--- config.mk ---
export PLATFORM = sky130hd
export DESIGN_NAME = branch_ctrl_flat
export DESIGN_NICKNAME = d
export VERILOG_FILES = /design/src/rtl/branch_ctrl_pkg.sv /design/src/rtl/branch_ctrl_if.sv /design/src/rtl/branch_ctrl_bht.sv /design/src/rtl/branch_ctrl.sv /design/src/flat_wrapper.sv
export SDC_FILE = /design/constraint.sdc
export NUM_CORES = 1
export LEC_CHECK = 0
export ABC_AREA = 1
export CAP_MARGIN = 20
export CORE_MARGIN = 5
export CORE_UTILIZATION = 45
export CTS_BUF_LIST = sky130_fd_sc_hd__clkbuf_8
export DETAILED_ROUTE_END_ITERATION = 8
export GPL_TIMING_DRIVEN = 0
export PLACE_DENSITY = 0.76
export SLEW_MARGIN = 5
export SYNTH_ARGS = -nofsm -noshare
export SYNTH_HDL_FRONTEND = slang
export SYNTH_SLANG_ARGS = --single-unit
--- constraint.sdc ---
create_clock -name clk -period 3.1 [get_ports clk]
set_input_delay 0.62 -clock clk [delete_from_list [all_inputs] [get_ports clk]]
set_output_delay 0.62 -clock clk [all_outputs]
set_load 0.05 [all_outputs]
--- src/rtl/branch_ctrl_pkg.sv ---
// Shared types and helpers for the EX-stage branch resolution controller.
package branch_ctrl_pkg;

    // 2-bit saturating predictor counter; the MSB is the taken prediction.
    typedef enum logic [1:0] {
        SNT = 2'b00,
        WNT = 2'b01,
        WT  = 2'b10,
        ST  = 2'b11
    } bht_state_t;

    typedef enum logic {
        IDLE = 1'b0,
        PEND = 1'b1
    } branch_ctrl_state_t;

    localparam bht_state_t BHT_RESET_VAL = WNT;

    // Saturating step of a predictor counter toward the resolved direction.
    function automatic bht_state_t bht_next(bht_state_t cur, logic taken);
        logic [1:0] v;
        v = cur;
        if (taken) begin
            if (v != 2'b11) v = v + 2'd1;
        end else begin
            if (v != 2'b00) v = v - 2'd1;
        end
        return bht_state_t'(v);
    endfunction

endpackage

--- src/rtl/branch_ctrl_if.sv ---
// Pipeline-facing signals of the branch controller: fetch prediction,
// EX-stage resolution inputs and the redirect/flush outputs.
interface branch_ctrl_if;
    logic [31:0] if_pc;
    logic        pred_taken;
    logic        stall;
    logic        ex_valid;
    logic        ex_is_branch;
    logic        ex_is_jump;
    logic [31:0] ex_pc;
    logic        ex_pred_taken;
    logic [31:0] ex_target;
    logic        br_en;
    logic        redirect_valid;
    logic [31:0] redirect_pc;
    logic        flush_if_id;
    logic        flush_id_ex;

    // Pipeline side: drives fetch PC and EX info, consumes prediction/redirect.
    modport master (
        output if_pc, stall, ex_valid, ex_is_branch, ex_is_jump, ex_pc,
               ex_pred_taken, ex_target, br_en,
        input  pred_taken, redirect_valid, redirect_pc, flush_if_id, flush_id_ex
    );

    // Controller side.
    modport slave (
        input  if_pc, stall, ex_valid, ex_is_branch, ex_is_jump, ex_pc,
               ex_pred_taken, ex_target, br_en,
        output pred_taken, redirect_valid, redirect_pc, flush_if_id, flush_id_ex
    );
endinterface

--- src/rtl/branch_ctrl_bht.sv ---
// Branch history table: 2^IDX_W saturating 2-bit counters, one combinational
// read port for fetch and one write port for EX resolution. A write and a
// read of the same entry in one cycle return the old value (no bypass).
module branch_ctrl_bht
    import branch_ctrl_pkg::*;
#(
    parameter int IDX_W = 6
) (
    input  logic             clk,
    input  logic             rst,
    input  logic [IDX_W-1:0] rd_idx,
    output logic             rd_taken,
    input  logic             wr_en,
    input  logic [IDX_W-1:0] wr_idx,
    input  logic             wr_actual
);
    localparam int ENTRIES = 1 << IDX_W;

    bht_state_t tbl [ENTRIES];

    // Prediction is the MSB of the addressed counter.
    always_comb begin
        rd_taken = tbl[rd_idx][1];
    end

    // Counter array: reset to weakly not-taken, saturating update on write.
    always_ff @(posedge clk or negedge rst) begin
        if (!rst) begin
            for (int i = 0; i < ENTRIES; i++) tbl[i] <= BHT_RESET_VAL;
        end else if (wr_en) begin
            tbl[wr_idx] <= bht_next(tbl[wr_idx], wr_actual);
        end
    end
endmodule

--- src/rtl/branch_ctrl.sv ---
// EX-stage branch resolution: mispredict detection, PC redirect and flushes
// (held across stalls in PEND), BHT training and performance counters.
module branch_ctrl
    import branch_ctrl_pkg::*;
#(
    parameter int BHT_IDX_W = 6,
    parameter int CNT_W     = 32
) (
    input  logic             clk,
    input  logic             rst,
    branch_ctrl_if.slave     bus,
    output logic [CNT_W-1:0] br_count,
    output logic [CNT_W-1:0] mispred_count
);
    branch_ctrl_state_t   state;
    logic [31:0]          pend_pc;
    logic                 pend_is_branch;
    logic                 pend_actual;
    logic [BHT_IDX_W-1:0] pend_idx;

    logic                 is_jmp, is_br, resolve, actual, mis;
    logic [31:0]          corr_pc;
    logic                 fire_now, fire_pend, retire;
    logic                 upd_is_br, upd_actual, upd_mis;
    logic [BHT_IDX_W-1:0] upd_idx;

    // Fetch PC bits outside the table index carry no prediction information.
    logic unused_bits;
    assign unused_bits = &{1'b0, bus.if_pc[1:0], bus.if_pc[31:BHT_IDX_W+2]};

    // Resolution of the EX instruction; a jump flag wins over a branch flag.
    always_comb begin
        is_jmp  = bus.ex_is_jump;
        is_br   = bus.ex_is_branch & ~bus.ex_is_jump;
        resolve = bus.ex_valid & (bus.ex_is_branch | bus.ex_is_jump);
        actual  = is_jmp | bus.br_en;
        mis     = is_jmp | (bus.br_en != bus.ex_pred_taken);
        corr_pc = actual ? bus.ex_target : bus.ex_pc + 32'd4;
    end

    // Redirect mux: immediate on an unstalled mispredict, or the held
    // redirect once the stall drops. Reset forces everything low at once.
    always_comb begin
        fire_now           = (state == IDLE) & resolve & mis & ~bus.stall;
        fire_pend          = (state == PEND) & ~bus.stall;
        bus.redirect_valid = rst & (fire_now | fire_pend);
        bus.flush_if_id    = bus.redirect_valid;
        bus.flush_id_ex    = bus.redirect_valid;
        bus.redirect_pc    = 32'd0;
        if (rst) begin
            if (fire_pend)     bus.redirect_pc = pend_pc;
            else if (fire_now) bus.redirect_pc = corr_pc;
        end
    end

    // Training/counting happens once, at the edge the instruction leaves EX;
    // in PEND the latched copy is used since ex_* may already have moved on.
    always_comb begin
        retire     = ~bus.stall & (((state == IDLE) & resolve) | (state == PEND));
        upd_is_br  = (state == PEND) ? pend_is_branch : is_br;
        upd_actual = (state == PEND) ? pend_actual    : actual;
        upd_mis    = (state == PEND) ? 1'b1           : mis;
        upd_idx    = (state == PEND) ? pend_idx       : bus.ex_pc[BHT_IDX_W+1:2];
    end

    branch_ctrl_bht #(.IDX_W(BHT_IDX_W)) u_bht (
        .clk       (clk),
        .rst       (rst),
        .rd_idx    (bus.if_pc[BHT_IDX_W+1:2]),
        .rd_taken  (bus.pred_taken),
        .wr_en     (retire & upd_is_br),
        .wr_idx    (upd_idx),
        .wr_actual (upd_actual)
    );

    // FSM: park a stalled mispredict in PEND until the pipeline moves.
    always_ff @(posedge clk or negedge rst) begin
        if (!rst) begin
            state          <= IDLE;
            pend_pc        <= '0;
            pend_is_branch <= 1'b0;
            pend_actual    <= 1'b0;
            pend_idx       <= '0;
        end else begin
            case (state)
                IDLE: begin
                    if (resolve & mis & bus.stall) begin
                        state          <= PEND;
                        pend_pc        <= corr_pc;
                        pend_is_branch <= is_br;
                        pend_actual    <= actual;
                        pend_idx       <= bus.ex_pc[BHT_IDX_W+1:2];
                    end
                end
                PEND: begin
                    if (!bus.stall) state <= IDLE;
                end
                default: state <= IDLE;
            endcase
        end
    end

    // Saturating performance counters.
    always_ff @(posedge clk or negedge rst) begin
        if (!rst) begin
            br_count      <= '0;
            mispred_count <= '0;
        end else if (retire) begin
            if (upd_is_br && br_count != '1)    br_count      <= br_count + CNT_W'(1);
            if (upd_mis && mispred_count != '1) mispred_count <= mispred_count + CNT_W'(1);
        end
    end
endmodule

--- src/flat_wrapper.sv ---
// flat-port wrapper written by rule: the top's interface ports become plain ports
module branch_ctrl_flat import branch_ctrl_pkg::*;
#(
    parameter int BHT_IDX_W = 6,
    parameter int CNT_W     = 32
)
  (clk, rst, br_count, mispred_count, bus_if_pc, bus_stall, bus_ex_valid, bus_ex_is_branch, bus_ex_is_jump, bus_ex_pc, bus_ex_pred_taken, bus_ex_target, bus_br_en, bus_pred_taken, bus_redirect_valid, bus_redirect_pc, bus_flush_if_id, bus_flush_id_ex);
  branch_ctrl_if bus_i ();
  input  logic clk;
  input  logic rst;
  output logic [CNT_W-1:0] br_count;
  output logic [CNT_W-1:0] mispred_count;
  input wire logic [$bits(bus_i.if_pc)-1:0] bus_if_pc;
  input wire logic [$bits(bus_i.stall)-1:0] bus_stall;
  input wire logic [$bits(bus_i.ex_valid)-1:0] bus_ex_valid;
  input wire logic [$bits(bus_i.ex_is_branch)-1:0] bus_ex_is_branch;
  input wire logic [$bits(bus_i.ex_is_jump)-1:0] bus_ex_is_jump;
  input wire logic [$bits(bus_i.ex_pc)-1:0] bus_ex_pc;
  input wire logic [$bits(bus_i.ex_pred_taken)-1:0] bus_ex_pred_taken;
  input wire logic [$bits(bus_i.ex_target)-1:0] bus_ex_target;
  input wire logic [$bits(bus_i.br_en)-1:0] bus_br_en;
  output wire logic [$bits(bus_i.pred_taken)-1:0] bus_pred_taken;
  output wire logic [$bits(bus_i.redirect_valid)-1:0] bus_redirect_valid;
  output wire logic [$bits(bus_i.redirect_pc)-1:0] bus_redirect_pc;
  output wire logic [$bits(bus_i.flush_if_id)-1:0] bus_flush_if_id;
  output wire logic [$bits(bus_i.flush_id_ex)-1:0] bus_flush_id_ex;
  assign bus_i.if_pc = bus_if_pc;
  assign bus_i.stall = bus_stall;
  assign bus_i.ex_valid = bus_ex_valid;
  assign bus_i.ex_is_branch = bus_ex_is_branch;
  assign bus_i.ex_is_jump = bus_ex_is_jump;
  assign bus_i.ex_pc = bus_ex_pc;
  assign bus_i.ex_pred_taken = bus_ex_pred_taken;
  assign bus_i.ex_target = bus_ex_target;
  assign bus_i.br_en = bus_br_en;
  assign bus_pred_taken = bus_i.pred_taken;
  assign bus_redirect_valid = bus_i.redirect_valid;
  assign bus_redirect_pc = bus_i.redirect_pc;
  assign bus_flush_if_id = bus_i.flush_if_id;
  assign bus_flush_id_ex = bus_i.flush_id_ex;
  branch_ctrl #(.BHT_IDX_W(BHT_IDX_W), .CNT_W(CNT_W)) u_core (.clk(clk), .rst(rst), .bus(bus_i), .br_count(br_count), .mispred_count(mispred_count));
endmodule
# == Word-level counts from Yosys, hierarchy flattened ==
# Cells that the tools add are included.
# totals
reg_bits,233
in_bits,104
output_inout_bits,100
elab_cells,135
# classes
magnitude_cmp,3
mux,24
bitwise_logic,21
reduce_logical,7
addsub,5
eq_ne,4
# ops
cell,count
128-bit bitwise mux,1
32-bit two-way mux,4
"32-bit by 1-bit adder with 32-bit output, second input constant",2
"32-bit inequality test, second input constant",2
"32-bit by 3-bit adder with 32-bit output, second input constant",1
2-bit binary-select mux with 6-bit select,2
2-bit two-way mux,9
"7-bit greater-or-equal comparator, second input constant",2
6-bit inverter with 7-bit output,2
2-bit demux with 6-bit select,1
1-bit AND,11
"7-bit by 1-bit < comparator with 1-bit output, second input constant",1
6-bit two-way mux,1
2-bit AND reduction,3
1-bit two-way mux,5
1-bit bitwise OR,5
1-bit logical AND,3
1-bit inverter,3
"2-bit by 1-bit adder with 2-bit output, second input constant",1
"2-bit inequality test, second input constant",1
1-bit case mux with 2 select lines,1
2-bit nonzero test,1
"2-bit by 1-bit subtractor with 2-bit output, second input constant",1
1-bit inequality test,1

# == Logic depth before layout (Yosys ltp) ==
# Gate-level depths: netlist of the first run.
# logic_depth
word_depth,10
depth_mapped,22
ltp_nobuf,18

# == Hierarchy ==
# Synthesis of the first run repeated with hierarchy kept, for this count alone.
# unflattened
hier_cells,2354
area_unflattened_um2,15102.0
# by_module_without_submodules
module,seq_area_each_um2,area_each_um2,n_inst,cells_per_inst
branch_ctrl_bht,3283.1,7770.0,1,1213
branch_ctrl,2627.5,7332.0,1,1141

# == Worst setup path before layout of the first run ==
# Ideal clock, no wire load.
# synth_timing
path_kind,input port to output port
startpoint,input port bus_ex_pc[2]
endpoint,output port bus_redirect_pc[14]
slack_ns,-0.327
arrival_time_ns,2.807
cell_stages,12
t_required_ns,2.480
path_buffers,0
path_cell_list,ha_1 nand2_1 nor2_1 nand3_1 nor2_1 nand2_1 nor2_1 xor2_1 nand2_1 o21ai_0 or2_2 a21oi_1
# synth_between
elab_chain_cells,5
# synth_lines
item,line,source
"start, declared",flat_wrapper.sv:18,input wire logic [$bits(bus_i.ex_pc)-1:0] bus_ex_pc;
32-bit by 3-bit adder with 32-bit output,branch_ctrl.sv:38,corr_pc = actual ? bus.ex_target : bus.ex_pc + 32'd4;
32-bit two-way mux,branch_ctrl.sv:38,
32-bit two-way mux,branch_ctrl.sv:52,else if (fire_now) bus.redirect_pc = corr_pc;
32-bit two-way mux,branch_ctrl.sv:51,if (fire_pend) bus.redirect_pc = pend_pc;
32-bit two-way mux,branch_ctrl.sv:50,if (rst) begin
"end, declared",flat_wrapper.sv:24,output wire logic [$bits(bus_i.redirect_pc)-1:0] bus_redirect_pc;
# Every way passes these cells.

# == Final worst setup path of the first run ==
# layout_timing
startpoint,input port bus_ex_pc[5]
endpoint,output port bus_redirect_pc[31]
# The elaborated chain is that of the path after synthesis.

==> out/summary.md, run 1 <==
### Outcome
- outcome: complete, no violations

### Clock network
- H-tree level count: 2
- clock tree root buffer cell: sky130_fd_sc_hd__clkbuf_8
- TritonCTS clock tree: yes
- clock buffer count from CTS: 43
- clock-pin slew of the registers on the worst-case setup and hold paths: 0.06 ns
- TritonCTS sink count: 233
- clock latency on the worst-skew pair: 0.60 ns
- clock buffer depth: 3

### Floorplanning
- standard-cell rows: 65
- Horiz. Die Dim: 188 um
- Die ar.: 0.0354 mm2
- Std-Cell Core Area: 0.0315 mm2
- I/O pin cnt: 204
- Die Height: 188 um
- initial core utilization: 45.4%

### STA
- worst setup skew after layout: 0.0651 ns
- time the final worst path needs with I/O delays and setup: 3.10 ns
- Final Max Slew Viols: 0
- setup repair after global routing missed its margin: yes
- maximum clock frequency: 323 MHz
- # setup viols final: 0
- fin worst setup slack: 0.00172 ns
- Hold Vio Cnt, Final: 0
- relative slew slack: 43.4%
- Final Cycle Share: 99.9%
- transition at the pin with the smallest max-transition slack: 0.849 ns

### Power
- switching share of power: 37.8%
- combinational power share: 29.8%
- clock share of power: 31.9%
- PwrDens: 527 mW/mm2
- VDD IR-drop max: 0.472 mV
- net switching component of the power: 0.00369 W
- relative contribution of sequential cells to total power: 38.3%
- internal power summed over all cells: 0.00608 W
- leakage power: 8.75 nW

### Routing
- via count: 15500
- first-pass detailed-route iteration total: 6
- number of DRC markers in iteration 0: 1769
- average routed wire per standard cell: 18.4 um
- antenna-violating nets left: 0
- routed wire length: 51500 um
- via-per-instance ratio: 5.54
- number of design rule violations left after detail routing: 0

### Critical path
- RR Startpoint: u_core.state$_DFF_PN0_
- Worst Reg-to-Reg Cells: 17
- capturing instance or port of the critical path: bus_redirect_pc[31]
- critical path start-end classification: in -> out
- R2R Setup Slk: 0.18 ns
- Critical Path Slowest Stage Cell: sky130_fd_sc_hd__or2_4
- critical path fanouts, max: 5
- largest stage delay on the critical path: 0.32 ns
- cell-by-cell listing of the critical path: buf_6 -> inv_6 -> nor3_4 -> buf_4 -> buf_4 -> nand2_1 -> inv_1 -> nand4_1 -> or2_4 -> nand3_2 -> o211ai_1 -> a21oi_2 -> buf_6
- worst setup path startpoint: bus_ex_pc[5]
- endpoint arrival time on the critical path: 2.48 ns
- Worst R2R End: u_core.u_bht.tbl[119]$_DFFE_PN0P_
- critical path launch point type: input port
- critical path data required time: 2.48 ns
- nature of the critical path endpoint: primary output

### Placed design
- Place WS: -1.90 ns
- HPWL reported at the end of detailed placement: 35600 um
- count of buffers inserted at the top-level ports: 176
- global placer's final weighted congestion: 0.994

### Layout
- layout cell share with drive strength beyond 1: 17.4%
- diodes inserted: 0
- Post-layout nets: 2467
- Area Growth Syn to Fin: 29.7%
- final-layout fill cell count: 2788
- area used by multi-input combinational logic: 0.00763 mm2
- total area of sequential cells: 0.00591 mm2
- share of the core filled with cells in the final layout: 58.9%

### Yosys
- share of the yosys chip area belonging to registers: 41.3%
- number of standard cells after synthesis: 2109
- post-synthesis cell type count: 35
- net count of the mapped netlist: 2216
- largest cells by area after synthesis: sky130_fd_sc_hd__dfrtp_1 30%, sky130_fd_sc_hd__nand2_1 22%, sky130_fd_sc_hd__dfstp_2 12%, sky130_fd_sc_hd__inv_1 6.2%, sky130_fd_sc_hd__nand3_1 5.0%
- Post-Syn Area: 0.0143 mm2
- number of register bits inferred by synthesis: 233
- mean cell area of the mapped netlist: 6.78 um2
- dominant cell type by area after synthesis: sky130_fd_sc_hd__dfrtp_1
- area share of the largest cell type after synthesis: 29.6%
- number of synthesis warnings: 0

### Hold path
- class of the most critical hold timing path: in -> async

### Global route
- global-route wire length before repair: 81100 um
- final global-route overflow total: 0
- number of antenna violations at the first check in global routing: 0
- all-layer global routing usage: 28.4%
- via count of the first global-routing pass: 15300
- pin count of the biggest net entering global routing: 56

### Job
- max-capacitance violation count: 0

## critical path, delay by kind of cell
kind | cells | cell delay (ns)
AND/OR/NAND/NOR | 5 | 0.89
AO/OA/AOI/OAI | 2 | 0.27
buffers and inverters | 6 | 0.67
## cells in the mapped netlist
| cell type | number |
|---|---|
| sky130_fd_sc_hd__nand2_1 | 856 |
| sky130_fd_sc_hd__inv_1 | 236 |
| sky130_fd_sc_hd__dfrtp_1 | 169 |
| sky130_fd_sc_hd__nor2_1 | 164 |
| sky130_fd_sc_hd__nand3_1 | 143 |
| sky130_fd_sc_hd__o21ai_0 | 107 |
| sky130_fd_sc_hd__dfstp_2 | 64 |
| sky130_fd_sc_hd__nor3_1 | 57 |
| sky130_fd_sc_hd__xor2_1 | 47 |
| sky130_fd_sc_hd__a21oi_1 | 34 |
| sky130_fd_sc_hd__clkbuf_1 | 33 |
| sky130_fd_sc_hd__nand4_1 | 29 |
| sky130_fd_sc_hd__xnor2_1 | 26 |
| sky130_fd_sc_hd__o22ai_1 | 18 |
| sky130_fd_sc_hd__buf_4 | 16 |
| sky130_fd_sc_hd__or2_2 | 14 |
| sky130_fd_sc_hd__buf_6 | 13 |
| sky130_fd_sc_hd__buf_2 | 12 |
| sky130_fd_sc_hd__o211ai_1 | 11 |
| sky130_fd_sc_hd__nor4_1 | 9 |
| sky130_fd_sc_hd__nand3b_1 | 8 |
| sky130_fd_sc_hd__nand2_2 | 7 |
| sky130_fd_sc_hd__o21ai_1 | 6 |
| sky130_fd_sc_hd__nor2_2 | 5 |
| sky130_fd_sc_hd__buf_1 | 4 |
| sky130_fd_sc_hd__ha_1 | 3 |
| sky130_fd_sc_hd__inv_2 | 3 |
| sky130_fd_sc_hd__nand2_4 | 3 |
| sky130_fd_sc_hd__nor3b_1 | 3 |
| sky130_fd_sc_hd__o21ai_2 | 2 |
| sky130_fd_sc_hd__o221ai_1 | 2 |
| sky130_fd_sc_hd__or2_1 | 2 |
| sky130_fd_sc_hd__and2_1 | 1 |
| sky130_fd_sc_hd__clkinv_1 | 1 |
| sky130_fd_sc_hd__nand3_2 | 1 |
## worst min-delay path by stage
stage,startpoint,to,slack (ns),cells after the start
6_report,rst,u_core.u_bht.tbl[110]$_DFFE_PN1P_,0.09,1
5_1_grt,rst,u_core.u_bht.tbl[110]$_DFFE_PN1P_,0.10,1
4_1_cts,rst,u_core.u_bht.tbl[98]$_DFFE_PN1P_,0.1,1
3_5_place_dp,u_core.u_bht.tbl[22]$_DFFE_PN1P_,u_core.u_bht.tbl[22]$_DFFE_PN1P_,0.46,2
3_3_place_gp,u_core.u_bht.tbl[92]$_DFFE_PN1P_,u_core.u_bht.tbl[92]$_DFFE_PN1P_,0.45,2
2_1_floorplan,rst,u_core.br_count[0]$_DFFE_PN0P_,0.32,0
## timing repair
| item | 4_1_cts | 5_1_grt |
|---|---|---|
| gates cloned | 3 | 0 |
| hold buffers | 1 | 0 |
| resized for setup | 456 | 64 |
| setup endpoints to repair | 36 | 37 |
| setup buffers | 18 | 6 |
| hold endpoints to repair | 26 | 0 |
| pin swaps | 35 | 36 |
## flip-flops by register name, summed over array words and instances, names as in the netlist
register               cells
u_core.u_bht.tbl         128
u_core.br_count           32
u_core.state               1
u_core.pend_actual         1
u_core.mispred_count      32
u_core.pend_is_branch      1
u_core.pend_idx            6
u_core.pend_pc            32
## power groups by stage
stage          Combinational [W]  Clock (W)  Sequential (W)
2_1_floorplan            0.00154          0         0.00391
4_1_cts                  0.00284    0.00314         0.00373
3_5_place_dp             0.00274          0         0.00377
5_1_grt                  0.00313    0.00331         0.00378
6_report                 0.00291    0.00312         0.00374
3_3_place_gp             0.00270          0         0.00376
## metal layers
metal	track usage (%)	routed length [um]	vias to the layer above	share of wire (%)
met5	0	0	-	0
met4	12.9	2580	0	5.0
met3	7.43	5800	172	11
met2	45.1	23100	924	45
met1	36.5	20100	7283	39
li1	-	-	7106	-
## cell usage in the layout (no fill, tap or decap), drive strengths merged
master / instances
clkbuf: 90
xor2: 47
ha: 3
o211ai: 11
nor3b: 3
clkdlybuf4s18: 1
dlymetal6s2s: 4
buf: 116
nand2: 866
nand4: 29
clkinv: 5
o21ai: 115
inv: 260
clkinvlp: 1
and2: 1
dfrtp: 169
a21oi: 34
nand3b: 8
xnor2: 26
nor3: 57
nor4: 9
o22ai: 18
bufinv: 2
o221ai: 2
dlygate4sd2: 10
clkdlybuf4s50: 106
dfstp: 64
nor2: 169
bufbuf: 3
nand3: 144
clkdlybuf4s15: 6
or2: 16
## area by class of cell
cell class / count / area share, %
clock buffer: 52 / 3.86
inverter: 240 / 4.93
timing repair buffer: 206 / 11.5
sequential: 233 / 31.9
clock inverter: 28 / 0.979
tap: 402 / 2.71
multi-input combinational: 1558 / 41.1
buffer: 78 / 3.02
## per-stage QoR
stage          instance area [um2]  hold WS [ns]  TNS (ns)  instances  total power (W)
6_report                     18500        0.0921         0       2797          0.00977
3_3_place_gp                 16600         0.454  -2197.24       2687          0.00646
5_1_grt                      18500         0.102    -0.316       2797           0.0102
4_1_cts                      18300        0.0981   -0.0668       2791          0.00970
2_1_floorplan                14400         0.324   -0.0675       2109          0.00546
3_5_place_dp                 16700         0.457    -92.90       2689          0.00651
## kinds of logic (layout without fill, tap and decap cells)
group | Yosys count | count (layout) | synth area share, %
buf+inv | 318 | 604 | 9.56
flops | 233 | 233 | 41.3
compound gates | 180 | 180 | 6.76
simple gates | 1302 | 1302 | 37.6
fa+ha+maj | 3 | 3 | 0.263
xor+xnor | 73 | 73 | 4.47
Note: power is estimated with default switching activity, not from simulation.
==> run 2, diff against run 1 <==
- CORE_MARGIN: 5 -> 2
- CORE_UTILIZATION: 45 -> 57
- PLACE_DENSITY: 0.76 -> 0.91
==> out/summary.md, run 2 (synthesis gave the netlist of run 1 again) <==
### Layout
- final-layout fill cell count: 1807, was 2788
- Post-layout nets: 2461, was 2467
- most common library cell in the layout ignoring fill and taps: sky130_fd_sc_hd__nand2_1, unchanged
- layout cell share with drive strength beyond 1: 16.6%, was 17.4%
- total area of sequential cells: 0.00591 mm2, unchanged
- Area Growth Syn to Fin: 27.2%, was 29.7%
- area used by multi-input combinational logic: 0.00757 mm2, was 0.00763 mm2
- most frequent cells in the layout: 841 x sky130_fd_sc_hd__nand2_1, 238 x sky130_fd_sc_hd__inv_1, 169 x sky130_fd_sc_hd__dfrtp_1, 151 x sky130_fd_sc_hd__nor2_1, 131 x sky130_fd_sc_hd__nand3_1, was 846 x sky130_fd_sc_hd__nand2_1, 248 x sky130_fd_sc_hd__inv_1, 169 x sky130_fd_sc_hd__dfrtp_1, 149 x sky130_fd_sc_hd__nor2_1, 128 x sky130_fd_sc_hd__nand3_1
- max FFs per register: 128, unchanged
- final cell count without fillers: 2709, was 2797
- most flop-heavy register: u_core.u_bht.tbl, unchanged
- diodes inserted: 0, unchanged

### Critical path
- nature of the critical path endpoint: primary output, unchanged
- buffers and inverters on the worst path: 3, was 6
- Critical Path Slowest Stage Cell: sky130_fd_sc_hd__clkbuf_2, was sky130_fd_sc_hd__or2_4
- cell-by-cell listing of the critical path: clkdlybuf4s15_1 -> clkbuf_2 -> o21ai_0 -> o22ai_1 -> o21ai_0 -> o221ai_1 -> o211ai_1 -> nand2_1 -> buf_4, was buf_6 -> inv_6 -> nor3_4 -> buf_4 -> buf_4 -> nand2_1 -> inv_1 -> nand4_1 -> or2_4 -> nand3_2 -> o211ai_1 -> a21oi_2 -> buf_6
- endpoint arrival time on the critical path: 2.49 ns, was 2.48 ns
- critical path data required time: 2.48 ns, about the same
- critical path launch point type: input port, unchanged
- critical path fanouts, max: 10, was 5
- R2R Setup Slk: 0.10 ns, was 0.18 ns
- largest delay contributor family on the critical path: buffers and inverters, was simple AND/OR/NAND/NOR gates
- critical path start-end classification: in -> out, unchanged
- largest stage delay on the critical path: 0.36 ns, was 0.32 ns
- critical path's most frequent cell: sky130_fd_sc_hd__o21ai_0

### STA
- Final Cycle Share: 100%, was 99.9%
- time the final worst path needs with I/O delays and setup: 3.11 ns, was 3.10 ns
- total negative slack: -0.00938 ns, was 0 ns
- fin worst setup slack: -0.00802 ns, was 0.00172 ns
- Final Max Slew Viols: 0, unchanged
- Hold Vio Cnt, Final: 0, unchanged
- relative slew slack: 40.0%, was 43.4%
- maximum clock frequency: 322 MHz, was 323 MHz
- worst setup skew after layout: 0.0314 ns, was 0.0651 ns
- transition at the pin with the smallest max-transition slack: 0.900 ns, was 0.849 ns
- smallest hold slack: 0.0476 ns, was 0.0921 ns
- setup repair after global routing missed its margin: yes, unchanged
- # setup viols final: 2, was 0

### Placed design
- global placer's final weighted congestion: 1.04, was 0.994
- Place WS: -1.84 ns, was -1.90 ns
- HPWL reported at the end of detailed placement: 34600 um, was 35600 um
- Placed Cells incl. Taps: 2610, was 2689
- count of buffers inserted at the top-level ports: 176, unchanged

### Global route
- via count of the first global-routing pass: 15400, was 15300
- number of antenna violations at the first check in global routing: 0, unchanged
- pin count of the biggest net entering global routing: 60, was 56
- all-layer global routing usage: 38.8%, was 28.4%
- global-route wire length before repair: 80500 um, was 81100 um
- final global-route overflow total: 0, unchanged

### Floorplanning
- I/O pin cnt: 204, unchanged
- Die ar.: 0.0264 mm2, was 0.0354 mm2
- standard-cell rows: 57, was 65
- initial core utilization: 58.4%, was 45.4%
- Die Height: 162 um, was 188 um
- Std-Cell Core Area: 0.0245 mm2, was 0.0315 mm2
- Horiz. Die Dim: 162 um, was 188 um

### Clock network
- clock buffer depth: 3, unchanged
- clock-pin slew of the registers on the worst-case setup and hold paths: 0.07 ns, was 0.06 ns
- clock latency on the worst-skew pair: 0.58 ns, was 0.60 ns
- clock tree root buffer cell: sky130_fd_sc_hd__clkbuf_8, unchanged
- H-tree level count: 2, unchanged
- TritonCTS clock tree: yes, unchanged
- TritonCTS sink count: 233, unchanged
- clock buffer count from CTS: 41, was 43

### Routing
- number of design rule violations left after detail routing: 0, unchanged
- first-pass detailed-route iteration total: 7, was 6
- average routed wire per standard cell: 19.1 um, was 18.4 um
- via-per-instance ratio: 5.85, was 5.54
- via count: 15800, was 15500
- antenna-violating nets left: 0, unchanged
- number of DRC markers in iteration 0: 1983, was 1769
- routed wire length: 51700 um, was 51500 um

### Outcome
- violations in the final reports: setup timing
- outcome: finished, violations left, was complete, no violations

### Power
- PwrDens: 529 mW/mm2, was 527 mW/mm2
- leakage power: 8.57 nW, was 8.75 nW
- VDD IR-drop max: 0.676 mV, was 0.472 mV

### Hold path
- class of the most critical hold timing path: in -> async, unchanged

### Job
- max-capacitance violation count: 0, unchanged

-- run 2: path summary, 6_finish.rpt --
kind                                             startpoint                                end  cells past startpoint
setup / recovery                               bus_if_pc[2]                     bus_pred_taken                      9
hold / removal                                          rst  u_core.u_bht.tbl[103]$_DFFE_PN0P_                      1
setup reg to reg                     u_core.state$_DFF_PN0_   u_core.u_bht.tbl[30]$_DFFE_PN1P_                     16
hold reg to reg            u_core.u_bht.tbl[16]$_DFFE_PN1P_   u_core.u_bht.tbl[16]$_DFFE_PN1P_                      2
max in group asynchronous                               rst   u_core.u_bht.tbl[18]$_DFFE_PN1P_                      2
min in group clk                               bus_ex_pc[3]     u_core.pend_idx[1]$_DFFE_PN0P_                      3
-- run 2: power by group --
part           switching [W]  total, W  internal (W)  leakage [nW]
Sequential          0.000314   0.00375       0.00344          2.91
Combinational        0.00199   0.00291      0.000919          5.17
Clock                0.00138   0.00296       0.00158         0.487
-- run 2: final cells by class --
cell class / count / share of cell area [%]
Sequential cell: 233 / 32.5
Clock inverter: 20 / 0.585
Timing Repair Buffer: 202 / 10.9
Buffer: 78 / 3.04
Inverter: 240 / 4.98
Tap cell: 324 / 2.23
Clock buffer: 54 / 4.09
Multi-Input combinational cell: 1558 / 41.6
-- run 2: worst register-to-register path, cell delays in order, from the launching register on --
cell	delay, ns
sky130_fd_sc_hd__dfrtp_1	0.38
sky130_fd_sc_hd__buf_6	0.14
sky130_fd_sc_hd__inv_2	0.08
sky130_fd_sc_hd__buf_6	0.15
sky130_fd_sc_hd__nand2_1	0.09
sky130_fd_sc_hd__nand2_2	0.32
sky130_fd_sc_hd__nor2_2	0.22
sky130_fd_sc_hd__nand3_1	0.13
sky130_fd_sc_hd__nand2_1	0.06
sky130_fd_sc_hd__o21ai_1	0.17
sky130_fd_sc_hd__nand2_1	0.07
sky130_fd_sc_hd__nor2_1	0.24
sky130_fd_sc_hd__nand3_2	0.18
sky130_fd_sc_hd__nand2_4	0.23
sky130_fd_sc_hd__buf_2	0.27
sky130_fd_sc_hd__nand3_1	0.13
sky130_fd_sc_hd__nand2_1	0.10
-- run 2: through the flow --
step           cell area, um2  power (W)  util (%)
2_1_floorplan           14400    0.00546         -
3_3_place_gp            16600    0.00641      67.7
3_5_place_dp            16600    0.00649      67.8
4_1_cts                 17900    0.00949      73.3
5_1_grt                 18200    0.00998      74.3
6_report                18200    0.00962      74.3
-- run 2: per-layer routing --
metal	wire length [um]	up-vias	track usage, %
met4	3200	0	21.4
met3	6250	240	8.94
met2	23700	1104	61.9
met1	18600	7414	49.1
met5	0	-	0
li1	-	7085	-
-- run 2: what timing repair did --
action | in CTS | in global routing
cloned | 2 | 0
resized for setup | 402 | 85
hold buffers | 1 | 0
pin swaps | 23 | 26
hold endpoints to repair | 56 | 0
buffers inserted | 12 | 10
endpoints found under the setup margin | 36 | 34
==> run 3, diff against run 2 <==
- CORE_MARGIN: 2 -> 8
==> out/summary.md, run 3 (synthesis gave the netlist of run 1 again) <==
### Power
- net switching component of the power: 0.00367 W, was 0.00369 W
- internal power summed over all cells: 0.00604 W, was 0.00594 W
- VDD IR-drop max: 0.569 mV, was 0.676 mV
- Tot Pwr: 0.00972 W, was 0.00962 W
- switching share of power: 37.8%, was 38.3%
- relative contribution of sequential cells to total power: 38.6%, was 39.0%
- PwrDens: 536 mW/mm2, was 529 mW/mm2
- combinational power share: 30.0%, was 30.2%
- leakage power: 8.58 nW, was 8.57 nW
- clock share of power: 31.4%, was 30.8%

### Critical path
- endpoint arrival time on the critical path: 2.49 ns, about the same
- R2R Setup Slk: 0.10 ns, about the same
- critical path launch point type: register, was input port
- critical path data required time: 2.48 ns, about the same
- critical path start-end classification: reg -> out, was in -> out
- Worst Reg-to-Reg Cells: 16, unchanged
- RR Startpoint: u_core.state$_DFF_PN0_, unchanged
- Worst R2R End: u_core.u_bht.tbl[20]$_DFFE_PN1P_, was u_core.u_bht.tbl[30]$_DFFE_PN1P_
- critical path fanouts, max: 10, unchanged
- worst setup path startpoint: u_core.state$_DFF_PN0_, was bus_if_pc[2]
- nature of the critical path endpoint: primary output, unchanged

### Placed design
- HPWL reported at the end of detailed placement: 36300 um, was 34600 um
- Place WS: -1.74 ns, was -1.84 ns
- global placer's final weighted congestion: 1.05, was 1.04
- count of buffers inserted at the top-level ports: 176, unchanged

### STA
- worst setup skew after layout: 0.0334 ns, was 0.0314 ns
- Hold Vio Cnt, Final: 0, unchanged
- transition at the pin with the smallest max-transition slack: 0.987 ns, was 0.900 ns
- relative slew slack: 34.2%, was 40.0%
- setup repair after global routing missed its margin: yes, unchanged
- # setup viols final: 1, was 2
- Final Max Slew Viols: 0, unchanged
- maximum clock frequency: 322 MHz, about the same
- Final Cycle Share: 100%, about the same
- time the final worst path needs with I/O delays and setup: 3.11 ns, about the same
- fin worst setup slack: -0.00863 ns, was -0.00802 ns

### Clock network
- TritonCTS sink count: 233, unchanged
- clock buffer depth: 3, unchanged
- clock-pin slew of the registers on the worst-case setup and hold paths: 0.06 ns, was 0.07 ns
- H-tree level count: 2, unchanged
- clock buffer count from CTS: 42, was 41
- clock latency on the worst-skew pair: 0.57 ns, was 0.58 ns
- clock tree root buffer cell: sky130_fd_sc_hd__clkbuf_8, unchanged
- TritonCTS clock tree: yes, unchanged

### Global route
- via count of the first global-routing pass: 15400, about the same
- pin count of the biggest net entering global routing: 83, was 60
- all-layer global routing usage: 33.1%, was 38.8%
- number of antenna violations at the first check in global routing: 1, was 0
- final global-route overflow total: 0, unchanged
- global-route wire length before repair: 81200 um, was 80500 um

### Layout
- most frequent cells in the layout: 847 x sky130_fd_sc_hd__nand2_1, 245 x sky130_fd_sc_hd__inv_1, 169 x sky130_fd_sc_hd__dfrtp_1, 149 x sky130_fd_sc_hd__nor2_1, 132 x sky130_fd_sc_hd__nand3_1, was 841 x sky130_fd_sc_hd__nand2_1, 238 x sky130_fd_sc_hd__inv_1, 169 x sky130_fd_sc_hd__dfrtp_1, 151 x sky130_fd_sc_hd__nor2_1, 131 x sky130_fd_sc_hd__nand3_1
- total area of sequential cells: 0.00591 mm2, unchanged
- final-layout fill cell count: 1912, was 1807
- share of the core filled with cells in the final layout: 72.9%, was 74.3%
- area used by multi-input combinational logic: 0.00749 mm2, was 0.00757 mm2
- Post-layout nets: 2465, was 2461
- max FFs per register: 128, unchanged
- Area Growth Syn to Fin: 26.9%, was 27.2%
- most common library cell in the layout ignoring fill and taps: sky130_fd_sc_hd__nand2_1, unchanged
- layout cell share with drive strength beyond 1: 16.7%, was 16.6%
- most flop-heavy register: u_core.u_bht.tbl, unchanged

### Routing
- routed wire length: 53200 um, was 51700 um
- via-per-instance ratio: 5.83, was 5.85
- number of DRC markers in iteration 0: 1848, was 1983
- number of design rule violations left after detail routing: 0, unchanged
- average routed wire per standard cell: 19.5 um, was 19.1 um
- first-pass detailed-route iteration total: 9, was 7
- via count: 15900, was 15800
- antenna-violating nets left: 0, unchanged

### Outcome
- violations in the final reports: setup timing, unchanged
- outcome: finished, violations left, unchanged

### Floorplanning
- Std-Cell Core Area: 0.0249 mm2, was 0.0245 mm2
- Die ar.: 0.0304 mm2, was 0.0264 mm2
- Die Height: 174 um, was 162 um
- I/O pin cnt: 204, unchanged
- standard-cell rows: 58, was 57
- Horiz. Die Dim: 174 um, was 162 um
- initial core utilization: 57.4%, was 58.4%

### Job
- max-capacitance violation count: 0, unchanged

### Hold path
- class of the most critical hold timing path: in -> async, unchanged

run 3: cell types whose count changed in the layout (fill, tap and decap cells not counted), sizes merged, moves of 2 or more:
cell / previous run / this run
clkinv: 8 / 4
clkdlybuf4s15: 4 / 2
inv: 252 / 257
bufinv: 0 / 2
clkbuf: 90 / 95
clkinvlp: 0 / 3
dlymetal6s2s: 1 / 3
buf: 117 / 120
dlygate4sd2: 12 / 5
run 3: what timing repair did:
action | 4_1_cts | 5_1_grt
gates resized for setup | 391 | 96
endpoints found under the hold margin | 0 | 10
pin swaps | 16 | 28
setup endpoints to repair | 36 | 39
buffers inserted | 10 | 13
hold buffers | 0 | 3
cloned | 1 | 0
run 3: final cells by class:
class	count	share of cell area [%]
multi-input cells	1558	41.3
diodes	1	0.0138
plain buffers	78	3.04
well taps	330	2.28
clock inverters	26	0.938
flip-flops and latches	233	32.6
clock buffers	52	3.95
repair buffers	205	10.9
inverters	240	5.02
run 3: worst max-delay path: stages (launching register included):
cell and delay (ns):
sky130_fd_sc_hd__dfrtp_1 0.37, sky130_fd_sc_hd__buf_6 0.13, sky130_fd_sc_hd__buf_4 0.18, sky130_fd_sc_hd__nor2_2 0.18
sky130_fd_sc_hd__nand3_2 0.18, sky130_fd_sc_hd__buf_8 0.19, sky130_fd_sc_hd__or2_2 0.32, sky130_fd_sc_hd__a21oi_4 0.18
sky130_fd_sc_hd__buf_8 0.17
run 3: worst max path at each step:
stage                     endpoint  depth (start not counted)
2_1_floorplan  bus_redirect_pc[14]                         12
5_1_grt        bus_redirect_pc[26]                         14
4_1_cts         bus_redirect_pc[2]                          9
3_3_place_gp       bus_flush_if_id                          5
6_report       bus_redirect_pc[19]                          8
3_5_place_dp   bus_redirect_pc[19]                         11
run 3: power groups by stage:
stage / logic [W] / registers (W) / clock network, W
after floorplan: 0.00154 / 0.00391 / 0
after global placement: 0.00267 / 0.00375 / 0
after detailed placement: 0.00274 / 0.00376 / 0
after CTS: 0.00279 / 0.00373 / 0.00306
after global routing: 0.00312 / 0.00377 / 0.00320
final: 0.00292 / 0.00375 / 0.00305
run 3: routing by layer:
| layer | track usage [%] | part of all wire (%) |
|---|---|---|
| met5 | 0 | 0.019 |
| met4 | 17.0 | 6.0 |
| met3 | 9.55 | 12 |
| met2 | 53.0 | 45 |
| met1 | 40.1 | 37 |
run 3: stage by stage:
stage / cell area, um2 / hold WS, ns / setup TNS, ns / std cells
2_1_floorplan: 14400 / 0.324 / -0.0675 / 2109
3_3_place_gp: 16600 / 0.453 / -2122.82 / 2615
3_5_place_dp: 16600 / 0.457 / -86.93 / 2617
4_1_cts: 17800 / 0.000888 / 0 / 2706
5_1_grt: 18100 / 0.158 / -0.284 / 2722
6_report: 18100 / 0.152 / -0.00863 / 2723
